--- src/rtl/fpacc_pkg.sv ---
// Shared FP32 field layout, sequencer state encoding and helpers for fpacc_seq.
package fpacc_pkg;

    localparam int FP32_W = 32;
    localparam int EXP_W  = 8;
    localparam int MAN_W  = 23;
    localparam logic [EXP_W-1:0] EXP_INF = 8'hFF;

    typedef enum logic [2:0] {
        ST_IDLE,
        ST_LOAD,
        ST_ISSUE,
        ST_WAIT,
        ST_OUT
    } fpacc_state_e;

    function automatic logic fp32_is_naninf(input logic [FP32_W-1:0] x);
        return x[MAN_W +: EXP_W] == EXP_INF;
    endfunction

endpackage

--- src/rtl/fpacc_fifo.sv ---
// Synchronous FIFO with wrap-bit pointers; head is visible on data_o while non-empty.
module fpacc_fifo #(
    parameter int DEPTH = 4,
    parameter int WIDTH = 33
) (
    input  logic             clk,
    input  logic             rst_n,
    input  logic             push_i,
    input  logic [WIDTH-1:0] data_i,
    input  logic             pop_i,
    output logic [WIDTH-1:0] data_o,
    output logic             full_o,
    output logic             empty_o
);

    localparam int AW = $clog2(DEPTH);

    logic [WIDTH-1:0] mem_q [DEPTH];
    logic [AW:0]      wr_q, rd_q;

    assign empty_o = (wr_q == rd_q);
    assign full_o  = (wr_q[AW] != rd_q[AW]) && (wr_q[AW-1:0] == rd_q[AW-1:0]);
    assign data_o  = mem_q[rd_q[AW-1:0]];

    always_ff @(posedge clk or negedge rst_n) begin
        if (!rst_n) begin
            wr_q <= '0;
            rd_q <= '0;
            for (int i = 0; i < DEPTH; i++) mem_q[i] <= '0;
        end else begin
            if (push_i) begin
                mem_q[wr_q[AW-1:0]] <= data_i;
                wr_q                <= wr_q + 1'b1;
            end
            if (pop_i && !empty_o) rd_q <= rd_q + 1'b1;
        end
    end

endmodule

--- src/rtl/fpacc_seq.sv ---
// Group accumulator sequencer driving a multi-cycle FP32 adder via start/done.
// Optional FPACC_NANINF_FLAG_EN adds a sticky per-group nan_inf output.
module fpacc_seq
    import fpacc_pkg::*;
#(
    parameter int FIFO_DEPTH = 4,
    parameter int CNT_W      = 8
) (
    input  logic              clk,
    input  logic              reset,
    input  logic              in_valid,
    output logic              in_ready,
    input  logic [31:0]       in_data,
    input  logic              in_last,
    output logic              out_valid,
    input  logic              out_ready,
    output logic [31:0]       out_data,
    output logic [CNT_W-1:0]  out_count,
    output logic              add_start,
    output logic [31:0]       add_a,
    output logic [31:0]       add_b,
    input  logic [31:0]       add_sum,
    input  logic              add_done
`ifdef FPACC_NANINF_FLAG_EN
    ,
    output logic              nan_inf
`endif
);

    fpacc_state_e       state_q;
    logic [31:0]        acc_q;
    logic [CNT_W-1:0]   cnt_q, cnt_d;
    logic               out_valid_q, add_start_q;
    logic [31:0]        out_data_q, add_a_q, add_b_q;
    logic [CNT_W-1:0]   out_count_q;

    logic               push, pop, fifo_full, fifo_empty, head_last, add_fin;
    logic [FP32_W:0]    head;
    logic [31:0]        head_data;

    assign in_ready  = reset && !fifo_full;
    assign push      = in_valid && in_ready;
    assign head_last = head[FP32_W];
    assign head_data = head[FP32_W-1:0];
    assign add_fin   = (state_q == ST_ISSUE || state_q == ST_WAIT) && add_done;
    assign pop       = (state_q == ST_LOAD) || add_fin;
    assign cnt_d     = (&cnt_q) ? cnt_q : cnt_q + 1'b1;

    fpacc_fifo #(.DEPTH(FIFO_DEPTH), .WIDTH(FP32_W + 1)) u_fifo (
        .clk    (clk),
        .rst_n  (reset),
        .push_i (push),
        .data_i ({in_last, in_data}),
        .pop_i  (pop),
        .data_o (head),
        .full_o (fifo_full),
        .empty_o(fifo_empty)
    );

    assign out_valid = out_valid_q;
    assign out_data  = out_data_q;
    assign out_count = out_count_q;
    assign add_start = add_start_q;
    assign add_a     = add_a_q;
    assign add_b     = add_b_q;

    always_ff @(posedge clk or negedge reset) begin
        if (!reset) begin
            state_q     <= ST_IDLE;
            acc_q       <= '0;
            cnt_q       <= '0;
            out_valid_q <= 1'b0;
            out_data_q  <= '0;
            out_count_q <= '0;
            add_start_q <= 1'b0;
            add_a_q     <= '0;
            add_b_q     <= '0;
        end else begin
            case (state_q)
                ST_IDLE: begin
                    if (!fifo_empty) begin
                        if (cnt_q == '0) begin
                            state_q <= ST_LOAD;
                        end else begin
                            // Operands are registered here so they are already stable in ISSUE.
                            state_q     <= ST_ISSUE;
                            add_start_q <= 1'b1;
                            add_a_q     <= acc_q;
                            add_b_q     <= head_data;
                        end
                    end
                end
                ST_LOAD: begin
                    acc_q <= head_data;
                    cnt_q <= CNT_W'(1);
                    if (head_last) begin
                        state_q     <= ST_OUT;
                        out_valid_q <= 1'b1;
                        out_data_q  <= head_data;
                        out_count_q <= CNT_W'(1);
                    end else begin
                        state_q <= ST_IDLE;
                    end
                end
                ST_ISSUE, ST_WAIT: begin
                    add_start_q <= 1'b0;
                    if (add_done) begin
                        acc_q <= add_sum;
                        cnt_q <= cnt_d;
                        if (head_last) begin
                            state_q     <= ST_OUT;
                            out_valid_q <= 1'b1;
                            out_data_q  <= add_sum;
                            out_count_q <= cnt_d;
                        end else begin
                            state_q <= ST_IDLE;
                        end
                    end else begin
                        state_q <= ST_WAIT;
                    end
                end
                ST_OUT: begin
                    if (out_ready) begin
                        state_q     <= ST_IDLE;
                        out_valid_q <= 1'b0;
                        out_data_q  <= '0;
                        out_count_q <= '0;
                        acc_q       <= '0;
                        cnt_q       <= '0;
                    end
                end
                default: state_q <= ST_IDLE;
            endcase
        end
    end

`ifdef FPACC_NANINF_FLAG_EN
    logic naninf_q;

    // Flag cannot change while in OUT, so gating with out_valid gives the group's value.
    assign nan_inf = out_valid_q && naninf_q;

    always_ff @(posedge clk or negedge reset) begin
        if (!reset) begin
            naninf_q <= 1'b0;
        end else if (state_q == ST_OUT && out_ready) begin
            naninf_q <= 1'b0;
        end else if (state_q == ST_LOAD && fp32_is_naninf(head_data)) begin
            naninf_q <= 1'b1;
        end else if (add_fin && fp32_is_naninf(add_sum)) begin
            naninf_q <= 1'b1;
        end
    end
`endif

endmodule

--- config.mk ---
export PLATFORM = sky130hd
export DESIGN_NAME = fpacc_seq
export DESIGN_NICKNAME = d
export VERILOG_FILES = /design/src/rtl/fpacc_pkg.sv /design/src/rtl/fpacc_fifo.sv /design/src/rtl/fpacc_seq.sv
export SDC_FILE = /design/constraint.sdc
export NUM_CORES = 1
export LEC_CHECK = 0
export ABC_AREA = 1
export CAP_MARGIN = 15
export CORE_MARGIN = 8
export CORE_UTILIZATION = 45
export CTS_CLUSTER_DIAMETER = 150
export DETAILED_ROUTE_END_ITERATION = 8
export PLACE_DENSITY = 0.73
export SYNTH_ARGS = -nofsm -noshare
export SYNTH_HDL_FRONTEND = slang
export SYNTH_SLANG_ARGS = --single-unit
--- constraint.sdc ---
create_clock -name clk -period 1.75 [get_ports clk]
set_input_delay 0.2625 -clock clk [delete_from_list [all_inputs] [get_ports clk]]
set_output_delay 0.2625 -clock clk [all_outputs]
set_load 0.02 [all_outputs]
# After elaboration in Yosys (flattened, before gate mapping)
# Index checks and enable logic that the tools add are counted.
dict set report totals {
  regBits 287
  in_bits 70
  out_inout_bits 107
}
dict set report classes {
  n_addsub 3
  magnitude_cmp 3
  n_eq_ne 13
  mux 34
  n_bitwise 4
  n_reduce_logical 21
}
# operator count
set op_table {}
lappend op_table {{$pmux 32 s3} 2}
lappend op_table {{$mux 32} 5}
lappend op_table {{$bwmux 132} 1}
lappend op_table {{$mux 33} 3}
lappend op_table {{$bmux 33 s2} 1}
lappend op_table {{$demux 33 s2} 1}
lappend op_table {{$mux 8} 6}
lappend op_table {{$pmux 8 s3} 2}
lappend op_table {{$mux 3} 4}
lappend op_table {{$ne 2x2->1 const B} 6}
lappend op_table {{$pmux 3 s4} 1}
lappend op_table {{$reduce_and 3->1} 3}
lappend op_table {{$add 8x1->8 const B} 1}
lappend op_table {{$logic_not 8->1} 1}
lappend op_table {{$reduce_and 8->1} 1}
lappend op_table {{$add 3x1->3 const B} 2}
lappend op_table {{$eq 3x2->1 const B} 2}
lappend op_table {{$ge 3x3->1 const B} 2}
lappend op_table {{$logic_and 1x1->1} 6}
lappend op_table {{$not 2->3} 2}
lappend op_table {{$mux 1} 5}
lappend op_table {{$reduce_and 5->1} 1}
lappend op_table {{$eq 3x1->1 const B} 1}
lappend op_table {{$eq 3x3->1} 1}
lappend op_table {{15 further kinds} 18}

# Logic depth before layout (Yosys ltp)
dict set report depth {
  word_depth 7
  ltp_mapped 11
}

# Hierarchy
# From an unflattened synthesis, not the netlist that was laid out.
dict set report hier_totals {
  hier_cells 1432
  hier_area_um2 12923.6
}
# module n_inst cells_per_inst area_per_inst_um2 seq_area_each_um2
set by_module_without_submodules {}
lappend by_module_without_submodules {fpacc_fifo 1 693 6497.5 3453.3}
lappend by_module_without_submodules {fpacc_seq 1 739 6426.2 3728.6}

# Least setup slack after synthesis
# Ideal clock, no wire load.
dict set report synth_path {
  path_type {reg-to-reg}
  from {register u_fifo.rd_q[0]}
  to {register add_a_q[0] (netlist: add_a[0])}
  arrival_ns 1.477
  required_ns 1.633
  setup_slack_ns 0.156
  path_stages_with_launch 8
  n_path_buf 3
  path_cell_list {dfrtp_1 buf_6 xnor2_1 nand4_1 buf_4 clkbuf_1 nand3_1 nand2_1}
}
dict set report synth_via {
  elab_chain_cells 3
}
# element line
set synth_lines {}
lappend synth_lines {{from (decl)} fpacc_fifo.sv:19} ;# logic [AW:0] wr_q, rd_q;
lappend synth_lines {{from (signal assigned)} fpacc_fifo.sv:35} ;# if (pop_i && !empty_o) rd_q <= rd_q + 1'b1;
lappend synth_lines {{$eq 3x3->1} fpacc_fifo.sv:21} ;# assign empty_o = (wr_q == rd_q);
lappend synth_lines {{$not 1->1 (no source line)} n/a}
lappend synth_lines {{$reduce_and 3->1 (no source line)} n/a}
lappend synth_lines {{to (signal assigned)} fpacc_seq.sv:88} ;# add_a_q <= acc_q;
lappend synth_lines {{to (decl)} fpacc_seq.sv:34} ;# logic [31:0] out_data_q, add_a_q, add_b_q;
# Every way passes these cells.
# A chain may end at the register's enable or synchronous reset.

# Worst setup path in the final report
dict set report layout_path {
  from {register u_fifo.wr_q[0]}
  to {output port in_ready}
}
dict set report layout_via {
  elab_chain_cells 4
}
# element line
set layout_lines {}
lappend layout_lines {{from (decl)} fpacc_fifo.sv:19}
lappend layout_lines {{from (signal assigned)} fpacc_fifo.sv:33} ;# wr_q <= wr_q + 1'b1;
lappend layout_lines {{$eq 2x2->1} fpacc_fifo.sv:22} ;# assign full_o = (wr_q[AW] != rd_q[AW]) && (wr_q[AW-1:0] == rd_q[AW-1:0]);
lappend layout_lines {{$logic_and 1x1->1} fpacc_fifo.sv:22}
lappend layout_lines {{$logic_not 1->1} fpacc_seq.sv:41} ;# assign in_ready = reset && !fifo_full;
lappend layout_lines {{$logic_and 1x1->1} fpacc_seq.sv:41}
lappend layout_lines {{to (decl)} fpacc_seq.sv:12} ;# output logic in_ready,
# Every way passes these cells.

==> summary.md <==
| Metric | Value |
|---|---|
| Status | `complete, but fails checks` |
| Failing checks | `setup timing` |
| IO Count | `around 180` |
| Pwr dens | `roughly 2100 nW/um^2` |
| IO Port Bufs | `roughly 180` |
| Syn_area_per_cell | `a little under 8 um^2` |
| Die area | `~34000 um^2` |
| Post-Route Setup TNS | `-1.04 ns` |
| Share of the synthesized area in the top cell type | `between 50% and 60%` |
| Startpoint Class | `register` |
| Post-route cell area | `17800 um^2` |
| Yosys top cell by area | `dfrtp_1` |
| CP required | `between 1 and 1.5 ns` |
| Final WS setup | `-0.189 ns` |
| DR vias | `approximately 12000` |
| Crit path buffers/inverters | `3` |
| Final Max Slew Viols | `0` |
| WL/cell | `about 19 um` |
| Fillers | `around 2400` |
| Initial core utilization | `45.3%` |
| Cell Area, Placed | `~15000 um^2` |
| Gr busiest metal | `met2` |
| Overall routed net length | `about 44000 um` |
| Synth area leaders | `dfrtp_1 56%, nand2_1 26%, nand3_1 4.7%` |
| Tmin final | `1.94 ns` |
| Worst slew pin tran | `0.959 ns` |
| Die width | `roughly 190 um` |
| Cell family with most CP delay | `flip-flops` |
| Worst reg2reg path endpoint | `out_count[3]` |
| Comb pwr share | `53.8%` |
| CTS tree | `done` |
| Final Setup Violations | `32` |
| Clock Latency Late Sink | `~0.55 ns` |
| Met3 global-route usage | `under 10%` |
| Layout Nets | `a little under 2000` |
| Gr ovfl total | `0` |
| Slew Limit Headroom | `36.1%` |
| Max Cap Violations | `0` |
| Hold Crit Class | `input pin to async pin` |
| Vias/cell | `roughly 5.3` |
| Routed Antenna Nets | `0` |
| Syn_nets | `1740` |
| CP max FO | `2` |
| Netlist Area Pre-Place | `approximately 13000 um^2` |
| First-pass GRT wire length | `between 60000 and 70000 um` |
| Yosys reg bits | `around 290` |
| Final Cycle Share | `111%` |
| Clock Skew | `0.0145 ns` |
| CTS root buf | `clkbuf_16` |
| Site Rows | `a little over 60` |
| Multi-input gate area | `between 5000 and 6000 um^2` |
| Initial DRT Pass Iterations | `5` |
| Maximum vdd ir drop | `1.02 mV` |
| M1 GR Usage | `29.5%` |
| Met2 Use GR | `a little over a third` |
| Reg2reg start | `u_fifo.rd_q[0]` |
| Worst EP arrival | `1.68 ns` |
| Iter 0 DRT Violations | `1146` |
| Routability cong. | `roughly 0.85` |
| DRC | `0` |
| Sw Share | `roughly 45%` |
| Reg2reg path depth | `11` |
| Slowest-stage cell, CP | `dfrtp_1` |
| Cells after synthesis | `1663` |
| Psw | `between 15 and 20 mW` |
| Synthesis warning total | `0` |
| Vias in the first global route | `around 11000` |
| Buffer depth of the longest clock path | `3` |
| Fin Hold WS | `0.316 ns` |
| Fmax | `516 MHz` |
| Layout cells sized above 1 | `~17%` |
| Reg area | `7180 um^2` |
| Clock sinks | `about 290` |
| Post-synthesis cell type count | `26` |
| DP Wirelength | `~25000 um` |
| Clock-pin slew on the worst setup and hold paths | `about 0.07 ns` |
| Cts bufs inserted | `29` |
| Seq/Total Area, Yosys | `a little under three fifths` |
| Clk pwr share | `between 10% and 20%` |
| Slowest stage delay, CP | `0.42 ns` |
| Flop pwr share | `a little under a third` |
| Worst Setup End Kind | `primary output` |
| Core area | `roughly 28000 um^2` |
| Synthesis-to-finish area growth | `38.4%` |
| RSZ-0062 raised after global routing | `true` |
| P_int | `20.6 mW` |
| Initial antenna violation count | `2` |
| Crit path cell chain | `xnor2_2 > nand3_2 > buf_6 > nand2_4 > inv_2 > buf_6` |
| Internal reg-to-reg setup slack | `-0.06 ns` |
| Most frequent CP cell | `buf_6` |
| Pin count of the biggest net entering global routing | `94` |
| Final Hold Viols | `0` |
| P_leak | `~9.6 nW` |
| Die height | `185 um` |
| Kind of critical path | `register to primary output` |
| Total GRT Usage | `22.0%` |
| H-tree depth | `1` |
==> worst reg2reg max path: stages (launching register included) <==
cell,delay [ns]
dfrtp_2,0.43
buf_6,0.13
buf_12,0.14
clkinv_8,0.07
buf_12,0.15
nand2_4,0.06
nand3_4,0.07
nand3_4,0.16
nand2_8,0.21
clkbuf_16,0.20
nand2_4,0.05
nand2_2,0.07
==> placed cells by master, fill, tap and decap left out, types with 8 or more instances in the layout <==
cell type        instances
buf_12                  29
buf_4                   52
buf_6                   20
clkbuf_16               47
clkdlybuf4s50_1         68
clkinv_2                 8
dfrtp_1                285
dlygate4sd2_1          106
inv_1                   25
nand2_1                788
nand2_2                 69
nand2_4                 17
nand3_1                100
nand3_2                 19
nor2_1                 117
nor2_2                  17
nor2_4                  20
o21ai_0                 35
o21ai_1                 37
==> final cells by class <==
cell class	instances	share of cell area (%)
Clock inverter	11	0.485
Timing Repair Buffer	297	18.7
Sequential cell	287	40.4
Multi-Input combinational cell	1256	32.6
Clock buffer	38	4.43
Antenna cell	1	0.0141
Inverter	32	0.745
Tap cell	384	2.70
==> power by group through the flow <==
stage          registers, mW  logic (mW)  clock network (mW)
4_1_cts                 11.0        15.5                5.96
3_3_place_gp            11.1        15.6                   0
5_1_grt                 11.5        21.7                6.24
2_1_floorplan           11.9        8.44                   0
6_report                11.3        20.0                5.91
3_5_place_dp            11.2        16.0                   0
==> cell usage after synthesis (all sizes together) <==
library cell,number
ha,7
xor2,4
nor3,1
nor2,150
xnor2,2
nand3,122
a31oi,1
nand3b,1
buf,52
nand4,7
clkbuf,41
dfrtp,287
a21oi,4
a21boi,1
o21ai,76
nand2,875
inv,32
==> stage by stage <==
stage	worst slack, ns	std cells	power (mW)	utilization, %
4_1_cts	-0.251	2241	32.5	57.1
5_1_grt	-0.230	2306	39.5	62.7
6_report	-0.189	2306	37.2	62.7
3_5_place_dp	-0.295	2189	27.1	54.2
2_1_floorplan	0.156	1663	20.3	-
3_3_place_gp	-0.227	2189	26.6	54.2
==> metal layers <==
| layer | routed length, um | part of all wire (%) |
|---|---|---|
| met1 | 17500 | 40 |
| met2 | 21300 | 49 |
| met3 | 3420 | 7.8 |
| met4 | 1620 | 3.7 |
| met5 | 13 | 0.030 |
==> repair_timing <==
action / 4_1_cts / 5_1_grt
hold endpoints to repair: 3 / 0
gates resized for setup: 119 / 238
hold buffers: 1 / 0
setup endpoints to repair: 281 / 278
setup buffers: 2 / 36
pin swaps: 37 / 105
gates cloned: 0 / 30
==> registers in the layout (all words and copies together) (netlist names) <==
name	flops
u_fifo.mem_q	132
acc_q	32
add_a	32
add_b	32
out_data	32
cnt_q	8
out_count	8
state_q	3
u_fifo.rd_q	3
u_fifo.wr_q	3
add_start	1
out_valid	1
==> how the worst max path moves through the flow <==
stage	to	start	cells after the start
final	in_ready	u_fifo.wr_q[0]	6
after global routing	in_ready	u_fifo.wr_q[0]	6
after CTS	u_fifo.mem_q[3]	u_fifo.wr_q[0]	6
after detailed placement	u_fifo.mem_q[3]	in_valid	5
after global placement	out_count[7]	add_done	8
after floorplan	add_a[0]	u_fifo.rd_q[0]	7
==> kinds of logic (layout without fill, tap and decap cells) <==
| logic type | count (synthesis) | count (layout) | share of synthesized area (%) |
|---|---|---|---|
| AND/OR/NAND/NOR | 1156 | 1161 | 35.5 |
| flip-flops | 287 | 287 | 55.8 |
| buffers and inverters | 125 | 378 | 4.32 |
| AO/OA/AOI/OAI | 82 | 82 | 3.25 |
| adder cells (fa/ha/maj) | 7 | 7 | 0.681 |
| XOR/XNOR | 6 | 6 | 0.409 |
| other | 0 | 1 | 0 |
Power figures use the tool's default switching activity.
